$ cat config.mk
export PLATFORM = sky130hd
export DESIGN_NAME = store_unit
export DESIGN_NICKNAME = d
export VERILOG_FILES = /design/src/rtl/otter_mem_pkg.sv /design/src/rtl/store_align.sv /design/src/rtl/store_unit.sv
export SDC_FILE = /design/constraint.sdc
export NUM_CORES = 1
export LEC_CHECK = 0
export ABC_AREA = 1
export CELL_PAD_IN_SITES_DETAIL_PLACEMENT = 1
export CELL_PAD_IN_SITES_GLOBAL_PLACEMENT = 2
export CORE_MARGIN = 2
export CORE_UTILIZATION = 22
export CTS_CLUSTER_SIZE = 12
export DETAILED_ROUTE_END_ITERATION = 7
export GPL_TIMING_DRIVEN = 0
export PLACE_DENSITY_LB_ADDON = 0.1
export SLEW_MARGIN = 20
export SYNTH_ARGS = -nofsm -noshare
export SYNTH_HDL_FRONTEND = slang
export SYNTH_HIERARCHICAL = 1
export SYNTH_SLANG_ARGS = --single-unit
$ cat constraint.sdc
create_clock -name clk -period 2.3 [get_ports clk]
set_input_delay 0.46 -clock clk [delete_from_list [all_inputs] [get_ports clk]]
set_output_delay 0.46 -clock clk [all_outputs]
set_load 0.05 [all_outputs]
$ cat src/rtl/otter_mem_pkg.sv
// rtl/otter_mem_pkg.sv - shared memory-path types: access size, store FSM state, lane count
package otter_mem_pkg;

    localparam int LANES = 4;

    // Same encoding as the load extend path; 2'b11 is handled as a word.
    typedef enum logic [1:0] {
        SZ_BYTE = 2'b00,
        SZ_HALF = 2'b01,
        SZ_WORD = 2'b10
    } mem_size_e;

    typedef enum logic [1:0] {
        ST_IDLE  = 2'b00,
        ST_BEAT0 = 2'b01,
        ST_BEAT1 = 2'b10
    } store_state_e;

endpackage

$ cat src/rtl/store_align.sv
// rtl/store_align.sv - byte-lane placement of store data across a two-word window
module store_align
    import otter_mem_pkg::*;
(
    input  logic [1:0]           off_i,
    input  logic [1:0]           size_i,
    input  logic [31:0]          data_i,
    output logic [2*LANES-1:0]   be64_o,
    output logic [63:0]          d64_o,
    output logic                 split_o
);

    logic [LANES-1:0] base_be;
    logic [31:0]      masked;

    // Truncate the register data to the access size and pick its base lane mask
    always_comb begin
        base_be = 4'b1111;
        masked  = data_i;
        case (size_i)
            SZ_BYTE: begin
                base_be = 4'b0001;
                masked  = {24'b0, data_i[7:0]};
            end
            SZ_HALF: begin
                base_be = 4'b0011;
                masked  = {16'b0, data_i[15:0]};
            end
            default: begin
                base_be = 4'b1111;
                masked  = data_i;
            end
        endcase
    end

    assign be64_o  = {4'b0000, base_be} << off_i;
    assign d64_o   = {32'b0, masked} << {off_i, 3'b000};
    assign split_o = |be64_o[7:4];

endmodule

$ cat src/rtl/store_unit.sv
// rtl/store_unit.sv - store request to data-memory write port, splitting misaligned stores (STORE_SPLIT_EN)
module store_unit
    import otter_mem_pkg::*;
#(
    parameter int ADDR_W = 32,
    parameter int DATA_W = 32
) (
    input  logic              clk,
    input  logic              rst,
    input  logic              req_valid,
    output logic              req_ready,
    input  logic [ADDR_W-1:0] req_addr,
    input  logic [DATA_W-1:0] req_data,
    input  logic [1:0]        req_size,
    output logic              done,
    output logic              err,
    output logic              mem_valid,
    input  logic              mem_ready,
    output logic [ADDR_W-1:0] mem_addr,
    output logic [DATA_W-1:0] mem_wdata,
    output logic [LANES-1:0]  mem_be
);

    localparam logic [ADDR_W-1:0] WORD_STEP = ADDR_W'(4);

    store_state_e       state_q;
    logic               done_q;
    logic               err_q;
    logic               mem_valid_q;
    logic [ADDR_W-1:0]  mem_addr_q;
    logic [DATA_W-1:0]  mem_wdata_q;
    logic [LANES-1:0]   mem_be_q;

    logic [2*LANES-1:0] be64;
    logic [63:0]        d64;
    logic               split;
    logic [ADDR_W-1:0]  base_addr;

    store_align u_align (
        .off_i   (req_addr[1:0]),
        .size_i  (req_size),
        .data_i  (req_data),
        .be64_o  (be64),
        .d64_o   (d64),
        .split_o (split)
    );

    assign base_addr = {req_addr[ADDR_W-1:2], 2'b00};

`ifdef STORE_SPLIT_EN
    // Second beat is computed at accept time so later req_* changes cannot leak in.
    logic [ADDR_W-1:0]  hi_addr_q;
    logic [DATA_W-1:0]  hi_wdata_q;
    logic [LANES-1:0]   hi_be_q;
    logic               split_q;
`else
    logic               unused_hi;
    assign unused_hi = ^{d64[63:32], be64[7:4]};
`endif

    // Store FSM: accept in IDLE, present one or two beats, pulse done or err
    always_ff @(posedge clk or posedge rst) begin
        if (rst) begin
            state_q     <= ST_IDLE;
            done_q      <= 1'b0;
            err_q       <= 1'b0;
            mem_valid_q <= 1'b0;
            mem_addr_q  <= '0;
            mem_wdata_q <= '0;
            mem_be_q    <= '0;
`ifdef STORE_SPLIT_EN
            hi_addr_q   <= '0;
            hi_wdata_q  <= '0;
            hi_be_q     <= '0;
            split_q     <= 1'b0;
`endif
        end else begin
            done_q <= 1'b0;
            err_q  <= 1'b0;
            case (state_q)
                ST_IDLE: begin
                    if (req_valid) begin
`ifndef STORE_SPLIT_EN
                        if (split) begin
                            err_q <= 1'b1;
                        end else
`endif
                        begin
                            state_q     <= ST_BEAT0;
                            mem_valid_q <= 1'b1;
                            mem_addr_q  <= base_addr;
                            mem_wdata_q <= d64[31:0];
                            mem_be_q    <= be64[3:0];
`ifdef STORE_SPLIT_EN
                            hi_addr_q   <= base_addr + WORD_STEP;
                            hi_wdata_q  <= d64[63:32];
                            hi_be_q     <= be64[7:4];
                            split_q     <= split;
`endif
                        end
                    end
                end
                ST_BEAT0: begin
                    if (mem_ready) begin
`ifdef STORE_SPLIT_EN
                        if (split_q) begin
                            state_q     <= ST_BEAT1;
                            mem_addr_q  <= hi_addr_q;
                            mem_wdata_q <= hi_wdata_q;
                            mem_be_q    <= hi_be_q;
                        end else
`endif
                        begin
                            state_q     <= ST_IDLE;
                            mem_valid_q <= 1'b0;
                            done_q      <= 1'b1;
                        end
                    end
                end
`ifdef STORE_SPLIT_EN
                ST_BEAT1: begin
                    if (mem_ready) begin
                        state_q     <= ST_IDLE;
                        mem_valid_q <= 1'b0;
                        done_q      <= 1'b1;
                    end
                end
`endif
                default: begin
                    state_q     <= ST_IDLE;
                    mem_valid_q <= 1'b0;
                end
            endcase
        end
    end

    assign req_ready = (state_q == ST_IDLE);
    assign done      = done_q;
    assign err       = err_q;
    assign mem_valid = mem_valid_q;
    assign mem_addr  = mem_addr_q;
    assign mem_wdata = mem_wdata_q;
    assign mem_be    = mem_be_q;

endmodule

After elaboration in Yosys (flattened, before gate mapping)
Cells that the tools add are included.
- equality and inequality tests: 5
- shifts and indexed selects: 2
- multiplexer cells: 15
- bitwise operators: 1
- reduce and logical (&&, ||, !) cells: 5
- operators by type and width (cell ; number):
    32-bit one-hot mux with 2 select lines ; 1
    32-bit by 5-bit << shifter with 32-bit output ; 1
    1-bit 2-to-1 mux ; 8
    4-bit one-hot mux with 2 select lines ; 1
    4-bit by 2-bit << shifter with 8-bit output ; 1
    2-bit 2-to-1 mux ; 3
    2-bit inequality test, second input constant ; 3
    3-bit AND reduction ; 2
    2-bit by 1-bit equality test with 1-bit output, second input constant ; 2
    2-bit zero test ; 2
    2-bit one-hot mux with 2 select lines ; 1
    4-bit OR reduction ; 1
    1-bit one-hot mux with 2 select lines ; 1
    1-bit NOT ; 1
- register bits after elaboration: 71
- input bits: 70
- output and inout port bits: 72
- logic and storage cells: 35

Longest topological paths before layout
- depth after elaboration: 7
- gate-level depth with buffers: 11

By module
Netlist, hierarchy kept.
- modules (own cells, without submodules) (module ; times used ; cells each ; area an instance (µm²)):
    store_unit ; 1 ; 308 ; 2871.5
    store_align ; 1 ; 238 ; 1067.3

Least setup slack after synthesis
Ideal clock, no wire load.
- path type: input to register
- from: input port req_size[1]
- to: register mem_addr_q[30], in the netlist mem_addr[30]
- setup time: 119 ps
- arrival: 1610 ps
- path slack: 571 ps
- stages: 11
- cells stage by stage: buf_4 -> buf_6 -> a21oi_1 -> o21bai_1 -> inv_1 -> inv_2 -> nand3_2 -> buf_6 -> buf_6 -> nand2_1 -> nand2_1
- cells in the longest elaborated chain, start to end: 6
- elaborated cells between the ends (all ways): 7
- classes of those cells: eq/ne (1); shift (1); mux (1); bitwise (1); reduce/logical (3)
- RTL lines (item ; RTL line ; source):
    start: declaration ; store_unit.sv:14 ; input logic [1:0] req_size,
    2-bit by 1-bit equality test with 1-bit output or 2-bit zero test (tied branches) ; store_align.sv:20 ; case (size_i)
    4-bit one-hot mux with 2 select lines (*) ; store_align.sv:20 ;
    4-bit by 2-bit << shifter with 8-bit output (*) ; store_align.sv:36 ; assign be64_o = {4'b0000, base_be} << off_i;
    4-bit OR reduction (*) ; store_align.sv:38 ; assign split_o = |be64_o[7:4];
    net split ; store_unit.sv:36 ; logic split;
    1-bit NOT (no line) (*) ; - ;
    3-bit AND reduction (no line) (*) ; - ;
    end signal: assignment ; store_unit.sv:91 ; mem_addr_q <= base_addr;
    end: declaration ; store_unit.sv:30 ; logic [ADDR_W-1:0] mem_addr_q;
Mark *: on every way through the listed nets, which the timed path passes. The rest lies on a longest branch.
A chain may end at the register's enable or synchronous reset.

==> metrics.md <==
| Metric | Value |
|---|---|
| Max-cap viol count | `0` |
| Syn Area/Cell | `7.50 um2` |
| Clock-pin slew on the worst setup and hold paths | `60 ps` |
| Die X | `132 um` |
| Detail Route Antenna Nets | `0` |
| Placer Congestion | `0.854` |
| Int Power | `0.00298 W` |
| Clock power share | `25.5%` |
| Layout net count | `702` |
| Synth Cell Area | `0.00362 mm2` |
| Clock root buffer | `clkbuf_16` |
| Crit path buf inv count | `3` |
| Finished Layout Cells | `853` |
| Maximum clock rate | `462 MHz` |
| Hold_ws | `468 ps` |
| Worst Tran Pin Value | `543 ps` |
| CTS tree | `yes` |
| Worst hold start | `mem_wdata[13]` |
| Reg2reg end | `mem_wdata[23]` |
| Worst setup path category | `flop to output port` |
| Final WL | `13.7 mm` |
| RSZ-0062 raised after global routing | `no` |
| CTS H-tree lvls | `3` |
| DRC viols | `0` |
| Boundary Pins | `142` |
| TritonRoute pass-1 iters | `4` |
| Via density | `4.45` |
| Peak supply drop | `368 uV` |
| Total negative slack | `0 ps` |
| Crit-path max cell delay | `560 ps` |
| CP max FO | `10` |
| First-pass GRT wire length | `21.9 mm` |
| # rows | `46` |
| Leak pwr | `2.71 nW` |
| R2r setup slk | `1010 ps` |
| Clk_lat worst skew | `340 ps` |
| Layout area overhead | `53.4%` |
| Vias | `3,797` |
| Post-Place Cells | `837` |
| Final setup vio count | `0` |
| Slew Viols, Final | `0` |
| Antenna fix cells | `0` |
| Final core occ | `34.8%` |
| Hold WC Path Type | `flop to flop` |
| CORE AREA | `0.0160 mm2` |
| Post-synthesis cell count | `483` |
| Hold depth | `2` |
| CP max stage cell | `dlygate4sd2_1` |
| Status | `finished clean` |
| Hpwl dp | `10.8 mm` |
| Initial antenna violation count | `0` |
| CP cell instances | `inv_2, buf_2, dlygate4sd2_1` |
| Max-slew headroom | `63.7%` |
| P_sw | `0.00215 W` |
| Critical path capture point type | `output port` |
| Largest net degree at the start of global routing | `38` |
| Period utilization | `94.1%` |
| Clock sinks | `69` |
| Min Clock Period, post-route | `2170 ps` |
| Clk_skew | `5.11 ps` |
| Seq pwr share | `31.3%` |
| IO buf count | `136` |
| Worst path required time | `1840 ps` |
| Starting Density | `22.7%` |
| Critical Path Source | `mem_valid` |
| Die area | `0.0175 mm2` |
| Initial DRC count | `127` |
| TritonCTS Buffers | `9` |
| Clock Path Buffers | `2` |
| Total Routing Usage GR | `16.0%` |
| Family with the most delay on the worst path | `buffers and inverters` |
| Logic gate share of total power | `43.2%` |
| Hold endpoint | `mem_wdata[13]` |
| Setup crit start kind | `flop` |
| Vias in the first global route | `4,059` |
| Pwr Total | `0.00513 W` |
| Sw frac | `41.9%` |
| Overflow after GRT | `0` |
| Reg-to-Reg Start | `mem_valid` |
| Count of final hold-check violations | `0` |
| Power Dens Cells | `923 mW/mm2` |
| Crit path depth | `3` |
| Layout cell share with drive strength beyond 1 | `9.58%` |
| Drt wl/cell | `16.1 um` |
| R2R depth | `4` |
| Die Ht | `132 um` |
| Crit path DAT | `1710 ps` |
| Yosys warns | `6` |
[layer usage]
| layer | wire, um | track usage (%) | vias up |
|---|---|---|---|
| li1 | - | - | 1876 |
| met1 | 6490 | 21.1 | 1791 |
| met2 | 6290 | 25.9 | 114 |
| met3 | 719 | 3.50 | 16 |
| met4 | 212 | 5.73 | 0 |
| met5 | 0 | 0 | - |
[flip-flops by register name, summed over array words and instances (netlist names)]
signal / cells
done: 1
mem_wdata: 32
err: 1
mem_valid: 1
mem_addr: 30
mem_be: 4
[timing repair]
| item | 4_1_cts | 5_1_grt |
|---|---|---|
| hold buffers | 0 | 0 |
| resized for setup | 1 | 0 |
| setup endpoints to repair | 1 | 0 |
| setup buffers | 0 | 0 |
[per-stage QoR]
| stage | area (um2) | worst slack, ps |
|---|---|---|
| global route | 5560 | 1.80 |
| detailed placement | 5280 | -179 |
| floorplan | 3630 | 100 |
| finish | 5560 | 135 |
| global placement | 5260 | -1230 |
| CTS | 5560 | 105 |
[worst reg2reg max path: stages (launching register included)]
cell and delay (ps):
dfrtp_1 420, inv_2 140, clkbuf_1 370, nand4_1 190, nand2_1 110
[power groups by stage]
stage               clock network [W]  registers (W)  logic (W)
finish                        0.00131        0.00160    0.00222
global route                  0.00141        0.00164    0.00235
CTS                           0.00136        0.00161    0.00225
detailed placement                  0        0.00163    0.00225
global placement                    0        0.00162    0.00222
floorplan                           0        0.00252   0.000492
[worst max path at each step]
stage,end
6_report,req_ready
2_1_floorplan,done
3_3_place_gp,mem_wdata[11]
5_1_grt,mem_wdata[23]
3_5_place_dp,mem_wdata[23]
4_1_cts,req_ready
[layout by cell type (no fill, tap or decap), types with 2 or more instances in the layout]
master / count
buf_4: 11
o21ai_1: 14
clkdlybuf4s50_1: 135
inv_1: 11
buf_6: 5
inv_2: 5
conb_1: 2
buf_2: 21
dfrtp_1: 69
nand2_1: 214
nand3_1: 24
clkbuf_16: 9
nand4_1: 66
clkbuf_8: 2
clkinvlp_4: 2
a21oi_1: 3
o21ai_0: 3
clkbuf_1: 9
buf_1: 3
o21bai_1: 2
nor2_1: 20
[cell type report]
type | count | area, um2
multi-input cells | 351 | 1560
repair buffers | 137 | 1380
inverters | 17 | 66.3
flip-flops and latches | 69 | 1730
clock inverters | 3 | 20.0
fillers | 1954 | 10400
plain buffers | 47 | 282
clock buffers | 13 | 260
well taps | 216 | 270
(Power assumes the default switching activity.)
